`src/rtl/seven_seg_scan_driver.sv`:
```
`default_nettype none
// ============================================================================
// Module   : seven_seg_scan_driver
// Purpose  : Time-multiplexed driver for a three-digit common-anode/cathode
//            seven-segment display. A BCD value is captured on a load strobe
//            into a pending register. It is moved into the display register
//            only at a frame boundary, so a frame never shows a mix of old
//            and new digits. Each digit slot lasts CLK_DIV cycles. The first
//            cycle of every slot is dead time with all outputs off, which
//            avoids ghosting while the enables switch. Leading-zero blanking
//            is optional.
//
// Ports    : clk        in   1  system clock
//            reset      in   1  synchronous active-high reset
//            load       in   1  one-cycle strobe, samples hundreds/tens/ones
//            hundreds   in   4  BCD hundreds digit
//            tens       in   4  BCD tens digit
//            ones       in   4  BCD ones digit
//            blank_en   in   1  leading-zero blanking enable (live, no load)
//            seg        out  7  segments {g,f,e,d,c,b,a}, registered
//            an         out  3  digit enables {hundreds,tens,ones}, registered
//            frame_tick out  1  one-cycle pulse after a pending value is
//                               transferred to the display register
//
// Params   : CLK_DIV    clk cycles per digit slot (>= 2)
//            ACTIVE_LOW 1 = seg/an inverted at the pins (0 = lit/enabled)
//
// Revision : 1.0  initial release
// ============================================================================
module seven_seg_scan_driver #(
    parameter int CLK_DIV    = 50000,
    parameter bit ACTIVE_LOW = 1'b1
) (
    input  logic       clk,
    input  logic       reset,
    input  logic       load,
    input  logic [3:0] hundreds,
    input  logic [3:0] tens,
    input  logic [3:0] ones,
    input  logic       blank_en,
    output logic [6:0] seg,
    output logic [2:0] an,
    output logic       frame_tick
);

    // ------------------------------------------------------------------------
    // Constants
    // ------------------------------------------------------------------------
    localparam int                 c_DIV_W    = (CLK_DIV > 1) ? $clog2(CLK_DIV) : 1;
    localparam logic [c_DIV_W-1:0] c_DIV_LAST = c_DIV_W'(CLK_DIV - 1);
    localparam logic [c_DIV_W-1:0] c_DIV_ZERO = '0;

    // Slot state encoding
    localparam logic [1:0] c_SLOT_ONES     = 2'd0;
    localparam logic [1:0] c_SLOT_TENS     = 2'd1;
    localparam logic [1:0] c_SLOT_HUNDREDS = 2'd2;

    // Pin-level "all off" patterns after polarity is applied
    localparam logic [6:0] c_SEG_OFF = ACTIVE_LOW ? 7'h7F : 7'h00;
    localparam logic [2:0] c_AN_OFF  = ACTIVE_LOW ? 3'h7  : 3'h0;

    // ------------------------------------------------------------------------
    // Active-high segment decode; non-BCD codes show a dash so a corrupted
    // digit is visible rather than silently rendered as a number.
    // ------------------------------------------------------------------------
    function automatic logic [6:0] f_decode(input logic [3:0] digit);
        logic [6:0] v_seg;
        case (digit)
            4'd0:    v_seg = 7'h3F;
            4'd1:    v_seg = 7'h06;
            4'd2:    v_seg = 7'h5B;
            4'd3:    v_seg = 7'h4F;
            4'd4:    v_seg = 7'h66;
            4'd5:    v_seg = 7'h6D;
            4'd6:    v_seg = 7'h7D;
            4'd7:    v_seg = 7'h07;
            4'd8:    v_seg = 7'h7F;
            4'd9:    v_seg = 7'h6F;
            default: v_seg = 7'h40;
        endcase
        return v_seg;
    endfunction

    // ------------------------------------------------------------------------
    // Signals
    // ------------------------------------------------------------------------
    logic [c_DIV_W-1:0] r_div;
    logic               w_div_last;
    logic               w_div_zero;

    logic [1:0]         r_slot;
    logic [1:0]         w_slot_next;

    logic               w_frame_boundary;
    logic               w_transfer;

    logic [3:0]         r_pend_h;
    logic [3:0]         r_pend_t;
    logic [3:0]         r_pend_o;
    logic               r_pend_valid;

    logic [3:0]         r_disp_h;
    logic [3:0]         r_disp_t;
    logic [3:0]         r_disp_o;

    logic               r_frame_tick;

    logic [2:0]         w_slot_an;
    logic [3:0]         w_slot_digit;
    logic               w_slot_blank;
    logic               w_lit;
    logic [6:0]         w_seg_raw;
    logic [2:0]         w_an_raw;

    logic [6:0]         r_seg;
    logic [2:0]         r_an;

    // ------------------------------------------------------------------------
    // Slot divider: counts 0..CLK_DIV-1 and wraps
    // ------------------------------------------------------------------------
    assign w_div_last = (r_div == c_DIV_LAST);
    assign w_div_zero = (r_div == c_DIV_ZERO);

    always_ff @(posedge clk) begin
        if (reset) begin
            r_div <= c_DIV_ZERO;
        end else if (w_div_last) begin
            r_div <= c_DIV_ZERO;
        end else begin
            r_div <= r_div + c_DIV_W'(1);
        end
    end

    // ------------------------------------------------------------------------
    // Slot FSM -- state register
    // ------------------------------------------------------------------------
    always_ff @(posedge clk) begin
        if (reset) begin
            r_slot <= c_SLOT_ONES;
        end else begin
            r_slot <= w_slot_next;
        end
    end

    // ------------------------------------------------------------------------
    // Slot FSM -- next state. The unused encoding falls back to ONES.
    // ------------------------------------------------------------------------
    always_comb begin
        w_slot_next = r_slot;
        if (w_div_last) begin
            case (r_slot)
                c_SLOT_ONES:     w_slot_next = c_SLOT_TENS;
                c_SLOT_TENS:     w_slot_next = c_SLOT_HUNDREDS;
                default:         w_slot_next = c_SLOT_ONES;
            endcase
        end
    end

    // ------------------------------------------------------------------------
    // Slot FSM -- outputs: enable bit, digit to show, and leading-zero blank
    // for the current slot. blank_en is used live so it takes effect without
    // a reload.
    // ------------------------------------------------------------------------
    always_comb begin
        w_slot_an    = 3'b000;
        w_slot_digit = r_disp_o;
        w_slot_blank = 1'b0;
        case (r_slot)
            c_SLOT_ONES: begin
                w_slot_an    = 3'b001;
                w_slot_digit = r_disp_o;
            end
            c_SLOT_TENS: begin
                w_slot_an    = 3'b010;
                w_slot_digit = r_disp_t;
                w_slot_blank = blank_en && (r_disp_h == 4'd0) && (r_disp_t == 4'd0);
            end
            c_SLOT_HUNDREDS: begin
                w_slot_an    = 3'b100;
                w_slot_digit = r_disp_h;
                w_slot_blank = blank_en && (r_disp_h == 4'd0);
            end
            default: begin
                w_slot_an    = 3'b000;
                w_slot_digit = r_disp_o;
                w_slot_blank = 1'b1;
            end
        endcase
    end

    // ------------------------------------------------------------------------
    // Frame boundary: last divider cycle of the hundreds slot. The display
    // register only changes here, so a frame is always self-consistent.
    // ------------------------------------------------------------------------
    assign w_frame_boundary = w_div_last && (r_slot == c_SLOT_HUNDREDS);
    assign w_transfer       = w_frame_boundary && r_pend_valid;

    // ------------------------------------------------------------------------
    // Pending / display registers. A load on the boundary cycle lands in
    // pending while the older pending value moves to display; the flag stays
    // set so the new value is picked up at the following boundary.
    // ------------------------------------------------------------------------
    always_ff @(posedge clk) begin
        if (reset) begin
            r_pend_h     <= 4'd0;
            r_pend_t     <= 4'd0;
            r_pend_o     <= 4'd0;
            r_pend_valid <= 1'b0;
            r_disp_h     <= 4'd0;
            r_disp_t     <= 4'd0;
            r_disp_o     <= 4'd0;
            r_frame_tick <= 1'b0;
        end else begin
            if (w_transfer) begin
                r_disp_h <= r_pend_h;
                r_disp_t <= r_pend_t;
                r_disp_o <= r_pend_o;
            end

            if (load) begin
                r_pend_h     <= hundreds;
                r_pend_t     <= tens;
                r_pend_o     <= ones;
                r_pend_valid <= 1'b1;
            end else if (w_frame_boundary) begin
                r_pend_valid <= 1'b0;
            end

            r_frame_tick <= w_transfer;
        end
    end

    // ------------------------------------------------------------------------
    // Output stage: everything dark during dead time, blanked slots, and
    // reset; polarity is applied just before the output flops.
    // ------------------------------------------------------------------------
    assign w_lit     = !w_div_zero && !w_slot_blank && (w_slot_an != 3'b000);
    assign w_seg_raw = w_lit ? f_decode(w_slot_digit) : 7'h00;
    assign w_an_raw  = w_lit ? w_slot_an : 3'b000;

    always_ff @(posedge clk) begin
        if (reset) begin
            r_seg <= c_SEG_OFF;
            r_an  <= c_AN_OFF;
        end else begin
            r_seg <= w_seg_raw ^ {7{ACTIVE_LOW}};
            r_an  <= w_an_raw ^ {3{ACTIVE_LOW}};
        end
    end

    assign seg        = r_seg;
    assign an         = r_an;
    assign frame_tick = r_frame_tick;

endmodule
`default_nettype wire

```
`config.mk`:
```
export PLATFORM = sky130hd
export DESIGN_NAME = seven_seg_scan_driver
export DESIGN_NICKNAME = d
export VERILOG_FILES = /design/src/rtl/seven_seg_scan_driver.sv
export SDC_FILE = /design/constraint.sdc
export NUM_CORES = 1
export LEC_CHECK = 0
export BUFFER_PORTS_ARGS = -buffer_cell sky130_fd_sc_hd__buf_2
export CAP_MARGIN = 10
export CORE_UTILIZATION = 58
export CTS_CLUSTER_SIZE = 8
export DETAILED_ROUTE_END_ITERATION = 10
export HOLD_SLACK_MARGIN = 0.06
export PLACE_DENSITY = 0.84
export SYNTH_ARGS = -nofsm -noshare
export SYNTH_HDL_FRONTEND = slang
export SYNTH_SLANG_ARGS = --single-unit
```
`constraint.sdc`:
```
create_clock -name clk -period 2.6 [get_ports clk]
set_input_delay 0.52 -clock clk [delete_from_list [all_inputs] [get_ports clk]]
set_output_delay 0.52 -clock clk [all_outputs]
set_load 0.05 [all_outputs]
```
==> metrics.txt, run 1 <==
Synth Area in Adders=6.55%; Clock Tree Buf Depth=2; XOR/XNOR share of the synthesized area=4.23%; status=completed; RSZ-0062 raised after global routing=no; Tmin final=2340 ps; Setup Total Neg Slack=0 ps; Synth area leader=dfxtp_1; peak supply drop=0.411 mV; ratio of cells with drive above 1 in the final layout=14.6%; worst path cell trace=inv_1 > ha_1 > nor2_1 > a21oi_1 > inv_1 > ha_1 > a211oi_1 > a211oi_1 > o21ai_0; number of fill cells=324; number of hold buffers added after cts=0; Pleak=0.00108 uW; clock latency on the worst-skew pair=310 ps; CTS tree=built; non-filler instance count after layout=330; register area share after synthesis=43.5%; Max Fclk=0.428 GHz; area growth from synthesis to layout=10.5%; syn_area_per_cell=9.59 um^2; vias per std cell=5.55; Final ANT Viol Nets=0; Post-CTS Setup Bufs=0; Post-Synth Simple-Gate Area=22.9%; Critical Path RT=2840 ps; initial antenna violation count=0; pin count of the biggest net entering global routing=43; I/O pin count=27; Antenna Cells=0; NetSw=366 uW; Sequential Power Share=52.4%; CTS buffer count=5; drt wl/cell=12.9 um; Clk network pwr share=39.5%; cell with the largest stage delay on the worst path=ha_1; first-pass GRT wire length=7250 um; via count=1831; cell count of the worst reg-to-reg path=9; Synth top cells by count=dfxtp_1 (54), nor2_1 (36), mux2i_1 (26); Reg clk slew, reported paths=100 ps; Crit path arrival time=2580 ps; Final Hold Vio Count=0; cell area after synthesis=2480 um^2; cell count after synthesis=259; Post-route DRC=0; die area=4550 um^2; Synth Flop Type=dfxtp_1; mux cell area share after synthesis=10.5%; Die W=67.4 um; initial drt markers=109; Final Max Slew Viols=0; Yosys top cell area share=43.5%; largest fanout on the critical path=10; Layout Nets=308; Worst setup EP type=register; Setup Crit Path Kind=register to register; FFs w/ async S/R, synth=0%; DRT Pass-1 Iters=5; top cells by area, synth=dfxtp_1 (44%), mux2i_1 (10%), ha_1 (6.5%); skew final=9.11 ps; Gate power share=8.1%; Post-synth EDFFs=0; placed instance count=322; hold crit path type=input pin to register; Clock Sinks=54; Worst Hold Depth=3; Slew headroom=49.8%; # rows=23; worst-margin pin slew=749 ps; grt ovf=0; synthesis-stage register bit count=54; Post-DP HPWL=3010 um; # port buffers=26; pwr/cell area=603 nW/um^2; hold slack=438 ps; Synth Area in Compound Gates=7.71%; max cap viols=0; largest family of logic cells by synthesized area=simple AND/OR/NAND/NOR gates; Max stage delay on crit path=470 ps; Root Driver=clkbuf_8; syn_nets=288; Overall Power=1650 uW; vias in the first global route=1666; H-Tree Depth=2; die height=67.4 um; most frequent cell after synthesis=dfxtp_1; Initial Util=61.2%; CP startpoint kind=register; Syn. warnings=0; Core Area=4060 um^2; # setup viols final=0; Final Util=67.7%; gr usage total=21.0%; placer's final routability congestion estimate=0.827; fin crit share=89.9%; Pint=1290 uW; synth unique cells=42; sw frac=22.1%; DRT Wirelength=4260 um
## per-stage QoR
step | setup slack (ps) | cell area (um^2)
after floorplan | 534 | 2480
after global placement | 515 | 2600
after detailed placement | 327 | 2600
after CTS | 301 | 2740
after global routing | 52.3 | 2750
final | 262 | 2750
## worst max-delay path, delay by kind of cell (launching register included)
family | cells | cell delay (ps)
and+or+nand+nor | 1 | 80
adders and majority gates | 2 | 720
DFF | 1 | 410
buffers and inverters | 2 | 260
AOI/OAI and AO/OA | 4 | 800
## kinds of logic after synthesis
| kind of cell | count (synthesis) |
|---|---|
| multiplexers | 26 |
| adder cells (fa/ha/maj) | 13 |
| AO/OA/AOI/OAI | 29 |
| buffers and inverters | 22 |
| AND/OR/NAND/NOR | 103 |
| flip-flops | 54 |
| XOR/XNOR | 12 |
## layout make-up
cell class / instances / area [um^2] / share of cell area [%]
Multi-Input combinational cell: 183 / 1290 / 47.1
Sequential cell: 54 / 1080 / 39.4
Timing Repair Buffer: 28 / 145 / 5.29
Clock buffer: 5 / 68.8 / 2.51
Clock inverter: 3 / 68.8 / 2.51
Tap cell: 50 / 62.6 / 2.28
Inverter: 7 / 26.3 / 0.957
## timing repair
| action | CTS | global route |
|---|---|---|
| resized for setup | 0 | 1 |
| setup endpoints to repair | 0 | 1 |
| endpoints found under the hold margin | 0 | 0 |
## routing by layer
layer | GRT usage, % | wire [um] | up-vias
met3 | 5.57 | 148 | 8
met2 | 32.6 | 1950 | 44
li1 | - | - | 934
met5 | 0 | 0 | -
met4 | 9.31 | 82 | 0
met1 | 27.2 | 2090 | 845
## state kept, by name, indices dropped and copies added (netlist names)
signal / flops
r_pend_h: 4
r_disp_t: 4
an: 3
r_div: 16
r_pend_o: 4
seg: 7
frame_tick: 1
r_disp_o: 4
r_slot: 2
r_pend_valid: 1
r_pend_t: 4
r_disp_h: 4
## power groups by stage
stage	sequential, uW	combinational (uW)	clock, uW
2_1_floorplan	928	60.8	0
3_3_place_gp	886	132	0
3_5_place_dp	887	135	0
4_1_cts	868	136	669
5_1_grt	872	147	706
6_report	867	134	653
## path summary, 6_finish.rpt
| kind | start | end | slack (ps) |
|---|---|---|---|
| worst max-delay path | r_slot[0]$_SDFFE_PP0N_ | seg[4]$_SDFF_PP1_ | 260 |
| worst min-delay path | tens[0] | r_pend_t[0]$_SDFFE_PP0P_ | 440 |
| worst max register to register | r_slot[0]$_SDFFE_PP0N_ | seg[4]$_SDFF_PP1_ | 260 |
| worst min register to register | r_pend_t[2]$_SDFFE_PP0P_ | r_disp_t[2]$_SDFFE_PP0P_ | 480 |
## cell usage in the layout (no fill, tap or decap), types with 2 or more instances in the layout
cell type	Yosys	layout
a21oi_1	7	6
and2_1	2	2
or3_1	3	3
and3_1	3	3
nand3_1	7	7
o211ai_1	2	2
xnor2_1	2	2
a22oi_1	4	4
a211oi_1	2	2
ha_1	13	13
clkbuf_8	0	5
nand4_1	7	7
nand2_1	6	6
mux2i_1	26	26
buf_4	2	2
dfxtp_1	54	54
nor4_1	3	3
o21ai_0	5	5
buf_2	0	26
xor2_1	10	10
a21o_1	2	2
and4_1	4	4
nand2b_1	24	24
inv_1	7	7
nor2_1	36	36
bufinv_16	0	2
(Power assumes the default switching activity.)
==> run 2: changes to the inputs <==
- CORE_UTILIZATION: 58 -> 29
- CTS_CLUSTER_DIAMETER: not set -> 150
- PLACE_DENSITY: 0.84 -> 0.5
- REMOVE_ABC_BUFFERS: not set -> 1
==> run 2 against run 1 <==
Via count down 3.3%. Final area is 1.4% higher. Critical path depth fell by 1. Hold slack worse by 0.81 ps. Largest power group unchanged.
==> metrics.txt, run 2 (synthesized netlist as in run 1, its figures left out) <==
status=completed; initial antenna violation count=0 (unchanged); Max Fclk=0.435 GHz (+1.6%); post-place setup slack=332 ps (+4.42 ps); largest fanout on the critical path=10 (unchanged); die area=8940 um^2 (+97%); number of fill cells=874 (+170%); Die W=94.5 um (+40%); gr usage total=11.0% (-10 points); I/O pin count=27 (unchanged); initial drt markers=68 (-38%); Layout Nets=308 (unchanged); Antenna Cells=0 (unchanged); # rows=33 (+43%); post-CTS sizing=0 (unchanged); Clock Tree Buf Depth=2 (unchanged); Setup Total Neg Slack=0 ps (unchanged); Final Max Slew Viols=0 (unchanged); Final ANT Viol Nets=0 (unchanged); Reg clk slew, reported paths=100 ps (about the same); non-filler instance count after layout=385 (+17%); skew final=7.78 ps (-1.33 ps); Post-CTS Setup Bufs=0 (unchanged); drt wl/cell=11.8 um (-8.3%); ratio of cells with drive above 1 in the final layout=13.9% (-0.71 points); vias in the first global route=1638 (-1.7%); CP startpoint kind=register; Final Util=33.7% (-34 points); pin count of the biggest net entering global routing=43 (unchanged); number of hold buffers added after cts=0 (unchanged); clock latency on the worst-skew pair=310 ps (about the same); Worst setup EP type=register; Sequential Power Share=55.3% (+2.9 points); RSZ-0062 raised after global routing=no; sw frac=24.1% (+1.9 points); area of the multi-input gates=1290 um^2 (-0.29%); pwr/cell area=563 nW/um^2 (-6.5%); Slew headroom=47.1% (-2.7 points); commonest non-fill, non-tap cell in the layout=dfxtp_1; hold crit path type=input pin to register; area growth from synthesis to layout=12.0%; peak supply drop=0.250 mV (-39%); Clock Sinks=54 (unchanged); final worst slack=299 ps (+37.7 ps); CTS buffer count=5 (unchanged); Post-DP HPWL=3140 um (+4.5%); Clk network pwr share=36.1% (-3.4 points); placed instance count=377 (+17%); # port buffers=26 (unchanged); grt ovf=0 (unchanged); via count=1770 (-3.3%); vias per std cell=4.60 (-17%); Critical Path RT=2810 ps (-30 ps); Root Driver=clkbuf_8; Initial Util=30.1% (-31 points); placer's final routability congestion estimate=0.741 (-10%); DRT Wirelength=4560 um (+7.0%); Pleak=0.00107 uW (-1.5%); Reg with most FFs=r_div; CTS tree=built; Core Area=8260 um^2 (+100%); Final Hold Vio Count=0 (unchanged); fin crit share=88.5% (-1.5 points); NetSw=377 uW (+3.0%); Tmin final=2300 ps (-37.7 ps); worst-margin pin slew=790 ps (+40.5 ps); max FFs per register=16 (unchanged); Pint=1190 uW (-7.6%); die height=94.5 um (+40%); # setup viols final=0 (unchanged); Setup Crit Path Kind=register to register; H-Tree Depth=2 (unchanged); DRT Pass-1 Iters=4 (-1); FF+latch area=1080 um^2 (unchanged); first-pass GRT wire length=7730 um (+6.7%); Crit path arrival time=2510 ps (-70 ps); most frequent cells in the layout=dfxtp_1 (54), nor2_1 (36), mux2i_1 (26), buf_2 (26), nand2b_1 (24); max cap viols=0 (unchanged); Post-route DRC=0 (unchanged); Gate power share=8.6% (+0.5 points)
-- run 2: cell types whose count changed in the layout (fill, tap and decap cells not counted) --
cell	before	now
clkinvlp_4	0	1
clkbuf_1	0	1
a21oi_2	1	0
a21oi_1	6	7
bufinv_16	2	1
clkinv_4	1	0
-- run 2: stage by stage --
stage	power [uW]	instance area (um^2)	hold slack [ps]
floorplan	976	2400	438
global route	1630	2780	432
global placement	1020	2670	462
CTS	1590	2780	435
finish	1570	2780	437
detailed placement	1020	2670	466
-- run 2: power groups by stage --
stage                     combinational, uW  sequential [uW]  clock, uW
after detailed placement                138              887          0
after global placement                  136              886          0
after CTS                               138              867        584
after global routing                    148              871        611
after floorplan                        48.8              928          0
final                                   135              867        565
-- run 2: worst max-delay path: stages (launching register included) --
cell,delay [ps]
dfxtp_1,430
inv_1,110
ha_1,460
nor2_1,70
a21oi_1,380
inv_1,160
ha_1,220
and2_1,130
o311ai_0,250
-- run 2: worst paths after layout --
| kind | start | end | slack (ps) | cells past startpoint |
|---|---|---|---|---|
| worst max register to register | r_slot[0]$_SDFFE_PP0N_ | seg[5]$_SDFF_PP1_ | 300 | 8 |
| worst max-delay path | r_slot[0]$_SDFFE_PP0N_ | seg[5]$_SDFF_PP1_ | 300 | 8 |
| worst min register to register | r_pend_o[1]$_SDFFE_PP0P_ | r_disp_o[1]$_SDFFE_PP0P_ | 480 | 2 |
| worst min-delay path | hundreds[3] | r_pend_h[3]$_SDFFE_PP0P_ | 440 | 3 |
-- run 2: routing by layer --
layer  track usage, %  share of wire (%)  up-vias
li1                 -                  -      931
met1             15.3                 54      806
met2             16.5                 41       29
met3             2.50                3.4        4
met4             4.17                1.4        0
met5                0                  0        -
-- run 2: cell type report --
class,count,share of cell area [%]
Timing Repair Buffer,28,5.22
Tap cell,105,4.72
Clock inverter,2,1.35
Clock buffer,6,2.61
Inverter,7,0.944
Multi-Input combinational cell,183,46.3
Sequential cell,54,38.8
==> run 3: changes to the inputs <==
- clock period: 2.6 -> 2.2 ns (I/O delays scaled with it)
==> run 3 against run 2 <==
Final cell count up 2.9%. Worst setup slack got worse by 120 ps. Final area rose by 4.0%. Critical endpoint unchanged. Largest power group unchanged. Highest routed layer unchanged.
==> metrics.txt, run 3 (synthesized netlist as in run 1, its figures left out) <==
DRT Wirelength=4810 um (+5.5%); ratio of cells with drive above 1 in the final layout=19.9% (+6.0 points); pin count of the biggest net entering global routing=43 (unchanged); Overall Power=1770 uW (+13%); hold crit path type=input pin to register; Setup Crit Path Kind=register to register; non-filler instance count after layout=396 (+2.9%); final worst slack=184 ps (-116 ps); Crit path arrival time=2230 ps (-280 ps); vias in the first global route=1673 (+2.1%); crit-path most repeated cell=inv_1; Worst setup EP type=register; gr usage total=11.4% (+0.41 points); Reg clk slew, reported paths=110 ps (about the same); Clock Sinks=54 (unchanged); Tmin final=2020 ps (-284 ps); Post-route DRC=0 (unchanged); initial drt markers=65 (-4.4%); Slew headroom=62.6% (+15 points); die area=8940 um^2 (unchanged); placed instance count=386 (+2.4%); initial antenna violation count=0 (unchanged); Root Driver=clkbuf_8; Final Hold Vio Count=0 (unchanged); area growth from synthesis to layout=16.6%; Post-DP HPWL=3340 um (+6.2%); worst-margin pin slew=562 ps (-228 ps); pwr/cell area=611 nW/um^2 (+8.5%); via count=1853 (+4.7%); drt wl/cell=12.2 um (+2.6%); # setup viols final=0 (unchanged); # rows=33 (unchanged); Layout Nets=319 (+3.6%); largest fanout on the critical path=6 (-4); cell with the largest stage delay on the worst path=ha_2; commonest non-fill, non-tap cell in the layout=dfxtp_1; Pleak=0.00112 uW (+4.9%); I/O pin count=27 (unchanged); peak supply drop=0.295 mV (+18%); CTS buffer count=5 (unchanged); CP startpoint kind=register; CTS tree=built; Crit path max-delay family=adder cells; Reg with most FFs=r_div; die height=94.5 um (unchanged); Max Fclk=0.496 GHz (+14%); max FFs per register=16 (unchanged); first-pass GRT wire length=8000 um (+3.6%); skew final=13.8 ps (+6.03 ps); grt ovf=0 (unchanged); most frequent cells in the layout=dfxtp_1 (53), nor2_1 (36), mux2i_1 (26), buf_2 (26), nand2b_1 (24); Initial Util=30.1% (unchanged); number of fill cells=874 (unchanged); Core Area=8260 um^2 (unchanged); Critical Path RT=2410 ps (-400 ps); Clock Tree Buf Depth=2 (unchanged); Antenna Cells=0 (unchanged); max cap viols=0 (unchanged); placer's final routability congestion estimate=0.787 (+6.2%); status=completed; # port buffers=26 (unchanged); Die W=94.5 um (unchanged); Final ANT Viol Nets=0 (unchanged); worst path cell trace=inv_1 > ha_2 > nor2_1 > a21oi_2 > inv_1 > ha_1 > and2_1 > o311ai_0; vias per std cell=4.68 (+1.8%); Max stage delay on crit path=410 ps (-50 ps); Bufs and invs on worst path=2 (unchanged); H-Tree Depth=2 (unchanged); clock latency on the worst-skew pair=320 ps (about the same); DRT Pass-1 Iters=4 (unchanged); post-place setup slack=11.9 ps (-320 ps); fin crit share=91.6% (+3.2 points); Final Max Slew Viols=0 (unchanged)
[run 3: cell types whose count changed in the layout (fill, tap and decap cells not counted), moves of 2 or more]
cell     change
a21oi_2      +2
buf_12       +2
ha_2         +3
ha_1         -3
buf_4        +9
a21oi_1      -2
[run 3: layout make-up]
class                      instances  area, um^2  area share [%]
multi-input combinational        183        1310            45.2
sequential                        54        1080            37.4
timing repair buffer              39         253            8.73
tap                              105         131            4.54
clock buffer                       5        68.8            2.38
inverter                           7        26.3           0.908
clock inverter                     3        23.8           0.821
[run 3: what timing repair did]
item | 4_1_cts | 5_1_grt
buffers inserted | 0 | 2
hold buffers | 0 | 0
pin swaps | 0 | 1
setup endpoints to repair | 3 | 7
gates resized for setup | 1 | 7
[run 3: worst reg2reg max path, stage by stage, from the launching register on]
cell	delay, ps
dfxtp_1	400
inv_1	120
ha_2	410
nor2_1	70
a21oi_2	230
inv_1	130
ha_1	200
and2_1	130
o311ai_0	240
[run 3: per-layer routing]
layer  part of all wire [%]  global-route usage, %  routed length [um]  vias up
li1                       -                      -                   -      949
met1                     54                   16.4                2590      867
met2                     41                   16.7                1980       30
met3                    3.6                   2.66                 172        7
met4                    1.6                   3.79                  76        0
met5                      0                      0                   0        -
[run 3: final timing paths]
check,from,end,slack (ps),cells after the start
setup reg to reg,r_slot[1]$_SDFFE_PP0N_,seg[5]$_SDFF_PP1_,180,8
setup / recovery,r_slot[1]$_SDFFE_PP0N_,seg[5]$_SDFF_PP1_,180,8
hold / removal,tens[2],r_pend_t[2]$_SDFFE_PP0P_,350,3
hold reg to reg,r_pend_h[1]$_SDFFE_PP0P_,r_disp_h[1]$_SDFFE_PP0P_,480,2
[run 3: power breakdown]
group	switching (uW)	total [uW]	leakage, uW	internal, uW
Combinational	105	167	0.000636	62.5
Clock	349	578	0.0000408	228
Sequential	13.8	1020	0.000441	1010
Total	468	1770	0.00112	1300
[run 3: through the flow]
stage / TNS (ps) / utilization [%] / instance area, um^2 / hold slack, ps
5_1_grt: -17.3 / 35.1 / 2900 / 343
4_1_cts: 0 / 34.7 / 2860 / 341
6_report: 0 / 35.1 / 2900 / 347
3_5_place_dp: 0 / 33.5 / 2770 / 463
2_1_floorplan: 0 / - / 2400 / 438
3_3_place_gp: 0 / 33.5 / 2770 / 463
